$ cat src/rtl/cic_pkg.sv
// Shared types and helpers for the CIC zero-stuffing front end.
package cic_pkg;

    localparam int DEF_WIDTH_H = 5;
    localparam int DEF_WIDTH_W = 20;
    localparam int DEF_R_MAX   = 32;
    localparam int DEF_RW      = 6;

    typedef enum logic {
        IDLE = 1'b0,
        EMIT = 1'b1
    } zs_state_e;

    function automatic int dw(input int width_h, input int width_w);
        return width_h + width_w;
    endfunction

    // Zero means "no interpolation"; anything above the supported maximum saturates.
    function automatic int clamp_rate(input int rate, input int r_max);
        if (rate == 0) begin
            return 1;
        end else if (rate > r_max) begin
            return r_max;
        end else begin
            return rate;
        end
    endfunction

endpackage

$ cat src/rtl/cic_pend_reg.sv
// Single-entry holding register; a load in the same cycle as an unload wins (refill).
module cic_pend_reg #(
    parameter int DW = 25
) (
    input  logic          clk,
    input  logic          rst,
    input  logic          load_i,
    input  logic          unload_i,
    input  logic [DW-1:0] data_i,
    output logic          valid_o,
    output logic [DW-1:0] data_o
);

    logic          valid_q;
    logic [DW-1:0] data_q;

    // Entry state: load takes priority so simultaneous load/unload keeps the entry full.
    always_ff @(posedge clk) begin
        if (rst) begin
            valid_q <= 1'b0;
            data_q  <= '0;
        end else if (load_i) begin
            valid_q <= 1'b1;
            data_q  <= data_i;
        end else if (unload_i) begin
            valid_q <= 1'b0;
        end else begin
            valid_q <= valid_q;
        end
    end

    assign valid_o = valid_q;
    assign data_o  = data_q;

endmodule

$ cat src/rtl/cic_zero_stuffer.sv
// Rate expander feeding the CIC interpolator: each sample becomes R_eff beats.
// Define CIC_ZS_HOLD_EN for zero-order hold instead of zero stuffing.
module cic_zero_stuffer
    import cic_pkg::*;
#(
    parameter  int width_H = DEF_WIDTH_H,
    parameter  int width_W = DEF_WIDTH_W,
    parameter  int R_MAX   = DEF_R_MAX,
    parameter  int RW      = DEF_RW,
    localparam int DW      = dw(width_H, width_W)
) (
    input  logic          clk,
    input  logic          rst,
    input  logic [RW-1:0] rate_i,
    input  logic          data_i_en,
    input  logic [DW-1:0] data_i,
    output logic          data_i_rdy,
    output logic          data_o_en,
    output logic [DW-1:0] data_o,
    output logic          busy_o,
    output logic          underrun_o
);

`ifdef CIC_ZS_HOLD_EN
    localparam logic HOLD = 1'b1;
`else
    localparam logic HOLD = 1'b0;
`endif

    zs_state_e     state_q, state_d;
    logic [RW-1:0] phase_q, phase_d;
    logic [RW-1:0] r_eff_q, r_eff_d;
    logic [DW-1:0] samp_q, samp_d;
    logic          en_q, en_d;
    logic [DW-1:0] dat_q, dat_d;
    logic          busy_q;
    logic          rdy_q, rdy_d;
    logic          armed_q, armed_d;
    logic          underrun_q, underrun_d;

    logic          pend_v_s;
    logic [DW-1:0] pend_data_s;
    logic [RW-1:0] r_clamp_s;
    logic          xfer_s, last_s, boundary_s;
    logic          consume_s, direct_s, start_s;
    logic          pend_load_s, pend_v_next_s;

    // A new burst can start only from IDLE or on the last phase of the current one;
    // the pending entry always has precedence over a sample arriving this cycle.
    assign xfer_s        = data_i_en && rdy_q;
    assign last_s        = (state_q == EMIT) && (phase_q == r_eff_q - RW'(1));
    assign boundary_s    = (state_q == IDLE) || last_s;
    assign consume_s     = boundary_s && pend_v_s;
    assign direct_s      = boundary_s && !pend_v_s && xfer_s;
    assign start_s       = consume_s || direct_s;
    assign pend_load_s   = xfer_s && !direct_s;
    assign pend_v_next_s = pend_load_s || (pend_v_s && !consume_s);
    assign r_clamp_s     = RW'(clamp_rate(int'(rate_i), R_MAX));

    cic_pend_reg #(
        .DW(DW)
    ) u_pend (
        .clk     (clk),
        .rst     (rst),
        .load_i  (pend_load_s),
        .unload_i(consume_s),
        .data_i  (data_i),
        .valid_o (pend_v_s),
        .data_o  (pend_data_s)
    );

    // Next-state and next-output logic.
    always_comb begin
        state_d = state_q;
        case (state_q)
            IDLE:    state_d = start_s ? EMIT : IDLE;
            EMIT:    state_d = (last_s && !start_s) ? IDLE : EMIT;
            default: state_d = IDLE;
        endcase

        phase_d = start_s ? '0 : ((state_q == EMIT) ? phase_q + RW'(1) : '0);
        r_eff_d = start_s ? r_clamp_s : r_eff_q;
        samp_d  = start_s ? (consume_s ? pend_data_s : data_i) : samp_q;

        en_d  = (state_d == EMIT);
        dat_d = (en_d && ((phase_d == '0) || HOLD)) ? samp_d : '0;

        // Ready next cycle if pend will be empty or will be drained on that cycle.
        rdy_d = !pend_v_next_s || (state_d == IDLE) || (phase_d == r_eff_d - RW'(1));

        // Underrun is reported one cycle after the first data_i_en that finds the stream dry.
        underrun_d = armed_q && (state_q == IDLE) && data_i_en;
        if ((state_q == EMIT) && (state_d == IDLE)) begin
            armed_d = 1'b1;
        end else if (underrun_d) begin
            armed_d = 1'b0;
        end else begin
            armed_d = armed_q;
        end
    end

    // State and registered outputs.
    always_ff @(posedge clk) begin
        if (rst) begin
            state_q    <= IDLE;
            phase_q    <= '0;
            r_eff_q    <= RW'(1);
            samp_q     <= '0;
            en_q       <= 1'b0;
            dat_q      <= '0;
            busy_q     <= 1'b0;
            rdy_q      <= 1'b0;
            armed_q    <= 1'b0;
            underrun_q <= 1'b0;
        end else begin
            state_q    <= state_d;
            phase_q    <= phase_d;
            r_eff_q    <= r_eff_d;
            samp_q     <= samp_d;
            en_q       <= en_d;
            dat_q      <= dat_d;
            busy_q     <= (state_d == EMIT);
            rdy_q      <= rdy_d;
            armed_q    <= armed_d;
            underrun_q <= underrun_d;
        end
    end

    assign data_i_rdy = rdy_q;
    assign data_o_en  = en_q;
    assign data_o     = dat_q;
    assign busy_o     = busy_q;
    assign underrun_o = underrun_q;

endmodule

$ cat config.mk
export PLATFORM = sky130hd
export DESIGN_NAME = cic_zero_stuffer
export DESIGN_NICKNAME = d
export VERILOG_FILES = /design/src/rtl/cic_pkg.sv /design/src/rtl/cic_pend_reg.sv /design/src/rtl/cic_zero_stuffer.sv
export SDC_FILE = /design/constraint.sdc
export NUM_CORES = 1
export LEC_CHECK = 0
export CORE_MARGIN = 10
export CORE_UTILIZATION = 55
export DETAILED_ROUTE_END_ITERATION = 16
export GPL_TIMING_DRIVEN = 1
export HOLD_SLACK_MARGIN = 0.05
export PLACE_DENSITY = 0.82
export SLEW_MARGIN = 30
export SYNTH_ARGS = -nofsm -noshare
export SYNTH_HDL_FRONTEND = slang
export SYNTH_SLANG_ARGS = --single-unit
$ cat constraint.sdc
create_clock -name clk -period 6 [get_ports clk]
set_clock_uncertainty 0.15 [all_clocks]
set_input_delay 0.6 -clock clk [delete_from_list [all_inputs] [get_ports clk]]
set_output_delay 0.6 -clock clk [all_outputs]
set_load 0.01 [all_outputs]
After elaboration in Yosys (flattened, before gate mapping)
Cells that the tools add are included.
{ "totals": {"word_cells": 60, "reg_bits": 92, "input_bits": 34} }
{ "op_classes": {"bitwise": 3, "eq_ne": 2, "order_cmp": 1, "n_mux": 14, "n_reduce_logical": 27, "addsub": 3} }
{ "ops": {"columns": ["op", "count"], "rows": [
  ["$mux 25", 2],
  ["$mux 6", 5],
  ["$eq 6x6->1", 2],
  ["$logic_and 1x1->1", 12],
  ["$logic_not 6->1", 2],
  ["$sub 6x1->6 const B", 2],
  ["$add 6x1->6 const B", 1],
  ["$gt 6x6->1 const B", 1],
  ["$mux 1", 6],
  ["$logic_not 1->1", 5],
  ["$logic_or 1x1->1", 5],
  ["$reduce_bool 2->1", 2],
  ["$not 1->1", 3],
  ["$pmux 1 s2", 1],
  ["$reduce_or 2->1", 1]
]} }

Depth between registers and ports, before layout
Gate-level depths: netlist of the first run.
{ "logic_depth": {"word_depth": 14, "ltp_mapped": 16, "ltp_nobuf": 15} }

Modules after synthesis
From an unflattened synthesis of the first run, not the netlist that was laid out.
{ "hier_totals": {"hier_cells": 401, "hier_area_um2": 3788.6} }
{ "modules_own_cells": {"columns": ["mod", "instances", "cells_per_inst", "area_per_inst_um2"], "rows": [
  ["cic_zero_stuffer", 1, 316, 2842.7],
  ["cic_pend_reg", 1, 85, 945.9]
]} }

Worst setup path after synthesis of the first run
Ideal clock, no wire load.
{ "synth_timing": {"path_kind": "reg2reg", "from": "register r_eff_q[2]", "to": "register rdy_q (netlist: data_i_rdy)", "slack_ps": 2034, "required_ps": 5754, "path_stages_with_launch": 16, "arrival_ps": 3721, "cell_sequence": "dfxtp_1 > or3_1 > buf_2 > nor3_4 > xnor3_1 > a41o_1 > nand2_1 > clkbuf_1 > clkbuf_1 > a21oi_1 > ha_1 > or3_1 > or4_1 > nand4_1 > o31ai_1 > o41ai_2"} }
{ "synth_between": {"elab_chain_cells": 14, "elab_cells_between_ends": 26, "cone_classes": "add/sub: 2; eq/ne: 2; mux: 5; bitwise: 1; reduce/logical: 16"} }
{ "synth_lines": {"columns": ["element", "line", "rtl"], "rows": [
  ["from (decl)", "cic_zero_stuffer.sv:32", "logic [RW-1:0] r_eff_q, r_eff_d;"],
  ["from (signal assigned)", "cic_zero_stuffer.sv:118", "r_eff_q <= r_eff_d;"],
  ["branches (longest 13 deep; another with $sub 6x1->6)", null, null],
  ["$logic_or 1x1->1 (*)", "cic_zero_stuffer.sv:89", "rdy_d = !pend_v_next_s || (state_d == IDLE) || (phase_d == r_eff_d - RW'(1));"],
  ["to (signal assigned)", "cic_zero_stuffer.sv:123", "rdy_q <= rdy_d;"],
  ["to (decl)", "cic_zero_stuffer.sv:37", "logic rdy_q, rdy_d;"]
]} }
Every way passes the cells marked *.
A chain may end at the register's enable or synchronous reset.

Worst setup path after layout of the first run
Ends and elaborated chain as after synthesis.

==> results of run 1 <==
-- worst max-delay path by stage --
| stage | end | slack, ns | depth (start not counted) |
|---|---|---|---|
| floorplan | data_i_rdy | 2.03 | 15 |
| global placement | data_i_rdy | 1.61 | 13 |
| detailed placement | data_i_rdy | 1.36 | 13 |
| CTS | data_i_rdy | 1.35 | 13 |
| global route | data_i_rdy | 0.95 | 13 |
| finish | data_i_rdy | 1.32 | 13 |
-- placed cells by master, fill, tap and decap left out, drive strengths merged, types with 3 or more instances in the layout --
cell | Yosys | layout
xnor2 | 8 | 8
o21ai | 29 | 29
ha | 3 | 3
and3 | 3 | 3
nand3 | 3 | 3
nor2 | 21 | 21
nor3 | 6 | 6
a21oi | 39 | 39
and2 | 25 | 25
xor2 | 6 | 6
dfxtp | 92 | 92
nor4b | 3 | 3
o22ai | 25 | 25
inv | 6 | 10
nand2 | 85 | 85
clkbuf | 24 | 9
o211ai | 3 | 3
and4 | 3 | 3
clkdlybuf4s50 | 0 | 62
nor2b | 28 | 28
-- routing by layer --
| layer | track usage [%] | vias up |
|---|---|---|
| li1 | - | 1634 |
| met1 | 22.1 | 1536 |
| met2 | 30.2 | 97 |
| met3 | 3.79 | 29 |
| met4 | 8.13 | 0 |
| met5 | 0 | - |
-- state kept, by name, indices dropped and copies added, names as in the netlist, 6 cells and up --
signal,count
data_o,25
phase_q,6
samp_q,25
u_pend.data_o,25
r_eff_q,6
-- worst max-delay path, stage by stage (launching register included) --
cell and delay [ns]:
dfxtp_1 0.37, or3_1 0.51, xnor2_1 0.17, nor3_1 0.38, a41o_1 0.40, nand2_2 0.55, nor3b_1 0.39, a21oi_1 0.09
ha_1 0.36, or3_1 0.31, or4_1 0.41, nand4_1 0.10, o31ai_1 0.08, o41ai_2 0.31
-- stage by stage --
step           hold slack, ns  instance area [um2]  power, uW  util (%)
2_1_floorplan           0.286                 3830        808         -
3_5_place_dp            0.298                 4480        882      65.9
5_1_grt                 0.332                 4680       1360      68.9
3_3_place_gp            0.292                 4460        874      65.6
4_1_cts                 0.312                 4680       1310      68.9
6_report                0.310                 4680       1300      68.9
-- final cells by class --
type	instances	area [um2]
multi-input combinational	322	1860
fill	575	2110
timing repair buffer	63	628
inverter	7	26.3
sequential	92	1840
clock buffer	9	124
clock inverter	7	80.1
tap	96	120
-- report_power, final --
group          total (uW)  leakage, uW  switching [uW]  internal, uW
Sequential            653     0.000747            14.3           639
Clock                 434     0.000103             234           199
Combinational         216     0.000811             120          95.8
Total                1300      0.00166             369           934
-- cells by family after synthesis --
| logic type | share of synthesized area, % |
|---|---|
| AND/OR/NAND/NOR | 24.5 |
| adder cells (fa/ha/maj) | 0.981 |
| multiplexers | 0.262 |
| XOR/XNOR | 3.79 |
| flip-flops | 48.1 |
| AO/OA/AOI/OAI | 18.3 |
| buffers and inverters | 4.05 |
==> summary.md, run 1 <==
| Metric | Value |
|---|---|
| Number of setup violations in the final report | 0 |
| Peak fanout along the critical path | 57 |
| Die Area | 10700 um2 |
| Port buffer count | between 60 and 70 |
| WL/cell | 15.6 um |
| Routed wl met2 | 4.50 mm |
| TritonCTS clock tree | built |
| Crit Path Class | flip-flop to flip-flop |
| Synth Net Count | 489 |
| Post-DP HPWL | 6.47 mm |
| Ys Warns | 0 |
| R2R Path Start | r_eff_q[2] |
| Setup WS post-layout | approximately 1.3 ns |
| Worst Path Arrival | 4.81 ns |
| Die width | 103 um |
| Global route overflow | 0 |
| Row count | 30 |
| Hold Vio Cnt, Final | 0 |
| R2R depth | 13 |
| Post-CTS sizing | 0 |
| Crit path capture type | flip-flop |
| H-tree depth | 3 |
| Initial antenna violation count | 0 |
| Hold Crit Depth | 2 |
| Post-Layout Cell Count | between 500 and 600 |
| Synth top area share | 48.1% |
| Cell taking the most area after synthesis | dfxtp_1 |
| Final period util | 78.0% |
| Syn Inst Count | roughly 450 |
| Max-cap viol count | 0 |
| Largest cells by area after synthesis | dfxtp_1 (48%), nand2_1 (8.3%), a21oi_1 (5.1%), nor2b_1 (4.6%), and2_1 (4.1%) |
| Slew of the pin with the lowest slew margin | slightly below 0.9 ns |
| Number of synthesized flops with an enable pin | 0 |
| M1 WL | 4.04 mm |
| Worst VDD drop | 0.161 mV |
| Initial Util | between 50% and 60% |
| Startpoint Class | flip-flop |
| Detailed-route via count | 3296 |
| Most frequent cell after synthesis | dfxtp_1 |
| Clock transition at the registers of the reported paths | 0.09 ns |
| DRC Markers | 0 |
| Routed WL | 9.32 mm |
| Pins over their slew limit | 0 |
| Most common library cells after synthesis | dfxtp_1 (92), nand2_1 (85), a21oi_1 (39), nor2b_1 (28), o21ai_0 (28) |
| Setup bufs post-CTS | 0 |
| Placed insts | 580 |
| Synthesized area | ~3800 um2 |
| CTS Root Cell | clkbuf_8 |
| GP Congestion | 0.902 |
| Share of layout cells above drive strength 1 | under 10% |
| Top_reg_cell synth | dfxtp_1 |
| Post-synthesis cell type count | 53 |
| Minimum clock period | between 4 and 5 ns |
| Critical Path Source | r_eff_q[2] |
| Normalized max-slew margin | between 40% and 50% |
| Nets | 532 |
| Post-Synthesis Mean Instance Area | 8.46 um2 |
| CTS Hold Bufs | 0 |
| Outcome | complete, no violations |
| HP Start | u_pend.data_o[19] |
| ANT cells | 0 |
| Yosys reg bits | 92 |
| Vias in the first global route | 3141 |
| Area growth syn-to-layout | 22.4% |
| Vias per cell | 5.53 |
| GRT Total Usage | 18.2% |
| Reg2reg end | data_i_rdy |
| Starting DRT DRC Count | 155 |
| CTS Buf Count | 9 |
| RSZ-0062 raised after global routing | false |
| Die height | 103 um |
| Hold WC Path Type | flip-flop to flip-flop |
| Seq/Total Area, Yosys | 48.1% |
| Hold Crit Endpoint | u_pend.data_o[19] |
| Core ar. | 6790 um2 |
| Power Density | 278 nW/um2 |
| Async SR Flop Fraction | 0% |
| Clock Path Buffers | 2 |
| Fmax achieved | 214 MHz |
| Metal3 WL | 543 um |
| LEAKAGE | 0.00166 uW |
| Post-route ant nets | 0 |
| Post-Route Setup TNS | 0 ns |
| FF-to-FF setup slack | 1.32 ns |
| Global-route wire length before repair | 15.2 mm |
| Pre-CTS setup slack | 1.36 ns |
| Number of clock sinks | around 90 |
| Later-pin clock latency in the skew report | approximately 0.37 ns |
| Critical path required time | 6.13 ns |
| Pre-antenna DRT Iters | 7 |
| Pin count of the biggest net entering global routing | 58 |
| DR top layer | met4 |
| I/O Pins | 63 |
Note: power is estimated with default switching activity, not from simulation.
==> inputs of run 2 (changes only) <==
--- a/config.mk
+++ b/config.mk
@@ -6,11 +6,11 @@
 export NUM_CORES = 1
 export LEC_CHECK = 0
 export CORE_MARGIN = 10
-export CORE_UTILIZATION = 55
+export CORE_UTILIZATION = 53
 export DETAILED_ROUTE_END_ITERATION = 16
 export GPL_TIMING_DRIVEN = 1
 export HOLD_SLACK_MARGIN = 0.05
-export PLACE_DENSITY = 0.82
+export PLACE_DENSITY = 0.79
 export SLEW_MARGIN = 30
 export SYNTH_ARGS = -nofsm -noshare
 export SYNTH_HDL_FRONTEND = slang
==> constraint.sdc (replaced) <==
create_clock -name clk -period 4.5 [get_ports clk]
set_clock_uncertainty 0.15 [all_clocks]
set_input_delay 0.45 -clock clk [delete_from_list [all_inputs] [get_ports clk]]
set_output_delay 0.45 -clock clk [all_outputs]
set_load 0.01 [all_outputs]
==> summary.md, run 2 (synthesis gave the netlist of run 1 again) <==
| Metric | Value |
|---|---|
| Hold WS | 0.310 ns (about the same) |
| Die height | 105 um (was 103 um) |
| Nets | 539 (was 532) |
| Share of layout cells above drive strength 1 | 6.51% (was 5.60%) |
| Normalized max-slew margin | 38.5% (was 41.1%) |
| Largest stage delay, worst path | 0.55 ns (about the same) |
| # fillers | 578 (was 575) |
| CTS Hold Bufs | 0 (unchanged) |
| WL/cell | 15.9 um (was 15.6 um) |
| Global-route wire length before repair | 15.5 mm (was 15.2 mm) |
| Area growth syn-to-layout | 23.1% (was 22.4%) |
| Cells along the critical path | or3_1, xnor2_1, nor3_1, a41oi_2, nor4_1, nor2_1, ha_1, or3_1, or4_1, nand4_1, o31ai_1, o41ai_2 (was or3_1, xnor2_1, nor3_1, a41o_1, nand2_2, nor3b_1, a21oi_1, ha_1, or3_1, or4_1, nand4_1, o31ai_1, o41ai_2) |
| Number of setup violations in the final report | 0 (unchanged) |
| Post-route ant nets | 0 (unchanged) |
| Worst VDD drop | 0.224 mV (was 0.161 mV) |
| I/O Pins | 63 (unchanged) |
| GRT Total Usage | 16.8% (was 18.2%) |
| Slowest cell on the critical path | nor4_1 (was nand2_2) |
| Power Density | 368 nW/um2 (was 278 nW/um2) |
| Pre-antenna DRT Iters | 5 (was 7) |
| Later-pin clock latency in the skew report | 0.37 ns (about the same) |
| DRC Markers | 0 (unchanged) |
| Post-DP HPWL | 6.71 mm (was 6.47 mm) |
| Buf/Inv on CP | 0 (unchanged) |
| Fmax achieved | 241 MHz (was 214 MHz) |
| Crit path capture type | flip-flop (unchanged) |
| Hold WC Path Type | flip-flop to flip-flop (unchanged) |
| Peak fanout along the critical path | 7 (was 57) |
| Crit Path Class | flip-flop to flip-flop (unchanged) |
| Clock Path Buffers | 2 (unchanged) |
| Vias in the first global route | 3279 (was 3141) |
| Pwr Total | 1730 uW (was 1300 uW) |
| Initial Util | 55.4% (was 56.3%) |
| FF-to-FF setup slack | 0.35 ns (was 1.32 ns) |
| Vias per cell | 5.62 (was 5.53) |
| ANT cells | 0 (unchanged) |
| Post-CTS sizing | 0 (unchanged) |
| Pre-CTS setup slack | 0.421 ns (was 1.36 ns) |
| H-tree depth | 3 (unchanged) |
| Post-Route Setup TNS | 0 ns (unchanged) |
| Global route overflow | 0 (unchanged) |
| Startpoint Class | flip-flop (unchanged) |
| Detailed-route via count | 3389 (was 3296) |
| Number of clock sinks | 92 (unchanged) |
| Initial antenna violation count | 0 (unchanged) |
| Setup WS post-layout | 0.354 ns (was 1.32 ns) |
| Pin count of the biggest net entering global routing | 35 (was 58) |
| Commonest non-fill, non-tap cell in the layout | dfxtp_1 (unchanged) |
| Slew of the pin with the lowest slew margin | 0.923 ns (was 0.881 ns) |
| Die width | 105 um (was 103 um) |
| Die Area | 11000 um2 (was 10700 um2) |
| GP Congestion | 0.864 (was 0.902) |
| CTS Buf Count | 9 (unchanged) |
| Core ar. | 6910 um2 (was 6790 um2) |
| Minimum clock period | 4.15 ns (was 4.68 ns) |
| Outcome | complete, no violations (unchanged) |
| Most frequent cells in the layout | dfxtp_1 (92), nand2_1 (84), clkdlybuf4s50_1 (62) (unchanged) |
| RSZ-0062 raised after global routing | false (unchanged) |
| Crit-path most repeated cell | or3_1 (unchanged) |
| Setup bufs post-CTS | 0 (unchanged) |
| Critical path required time | 4.62 ns (was 6.13 ns) |
| CP delay by family, top | simple AND/OR/NAND/NOR gates (unchanged) |
| TritonCTS clock tree | built (unchanged) |
| Final period util | 92.1% (was 78.0%) |
| Hold Vio Cnt, Final | 0 (unchanged) |
| Row count | 30 (unchanged) |
| Clock transition at the registers of the reported paths | 0.10 ns (was 0.09 ns) |
| CTS Root Cell | clkbuf_8 (unchanged) |
| Max-cap viol count | 0 (unchanged) |
| Starting DRT DRC Count | 165 (was 155) |
| Worst Path Arrival | 4.27 ns (was 4.81 ns) |
| Pins over their slew limit | 0 (unchanged) |
| Routed WL | 9.60 mm (was 9.32 mm) |
| Port buffer count | 62 (unchanged) |
| LEAKAGE | 0.00169 uW (was 0.00166 uW) |
## run 2: changes by cell type in the layout (fill, tap and decap cells not counted), sizes merged
| cell | before | now |
|---|---|---|
| buf | 1 | 8 |
| clkbuf | 9 | 10 |
| clkinv | 2 | 4 |
| clkinvlp | 1 | 0 |
| inv | 10 | 8 |
## run 2: path summary, 6_finish.rpt
kind,cells past startpoint,end,from
worst max-delay path,12,data_i_rdy,r_eff_q[2]
worst min-delay path,2,u_pend.data_o[19],u_pend.data_o[19]
worst max register to register,12,data_i_rdy,r_eff_q[2]
worst min register to register,2,u_pend.data_o[19],u_pend.data_o[19]
## run 2: through the flow
stage / util [%] / instances / instance area (um2)
finish: 68.2 / 603 / 4710
detailed placement: 65.3 / 587 / 4510
global placement: 65.3 / 587 / 4510
CTS: 68.2 / 603 / 4710
global route: 68.2 / 603 / 4710
floorplan: - / 452 / 3830
## run 2: routing by layer
metal  GRT usage (%)  share of wire [%]
met1            20.6                 44
met3            3.81                5.9
met5               0                  0
met2            27.4                 48
met4            7.45                1.8
## run 2: worst reg2reg max path, cell delays in order (launching register included)
cell and delay, ns:
dfxtp_1 0.39, or3_1 0.52, xnor2_1 0.18, nor3_1 0.32, a41oi_2 0.19, nor4_1 0.55
nor2_1 0.16, ha_1 0.37, or3_1 0.30, or4_1 0.40, nand4_1 0.12, o31ai_1 0.10
o41ai_2 0.30
## run 2: power breakdown
part           leakage [uW]  switching [uW]  total [uW]  internal [uW]
combinational      0.000842             159         292            133
clock              0.000103             304         568            264
sequential         0.000747            19.6         871            852
total               0.00169             483        1730           1250
## run 2: final cells by class
class / count / area (um2) / area share (%)
Sequential cell: 92 / 1840 / 39.1
Multi-Input combinational cell: 322 / 1840 / 39.1
Timing Repair Buffer: 70 / 681 / 14.4
Clock buffer: 10 / 128 / 2.71
Tap cell: 96 / 120 / 2.55
Clock inverter: 6 / 72.6 / 1.54
Inverter: 7 / 26.3 / 0.558
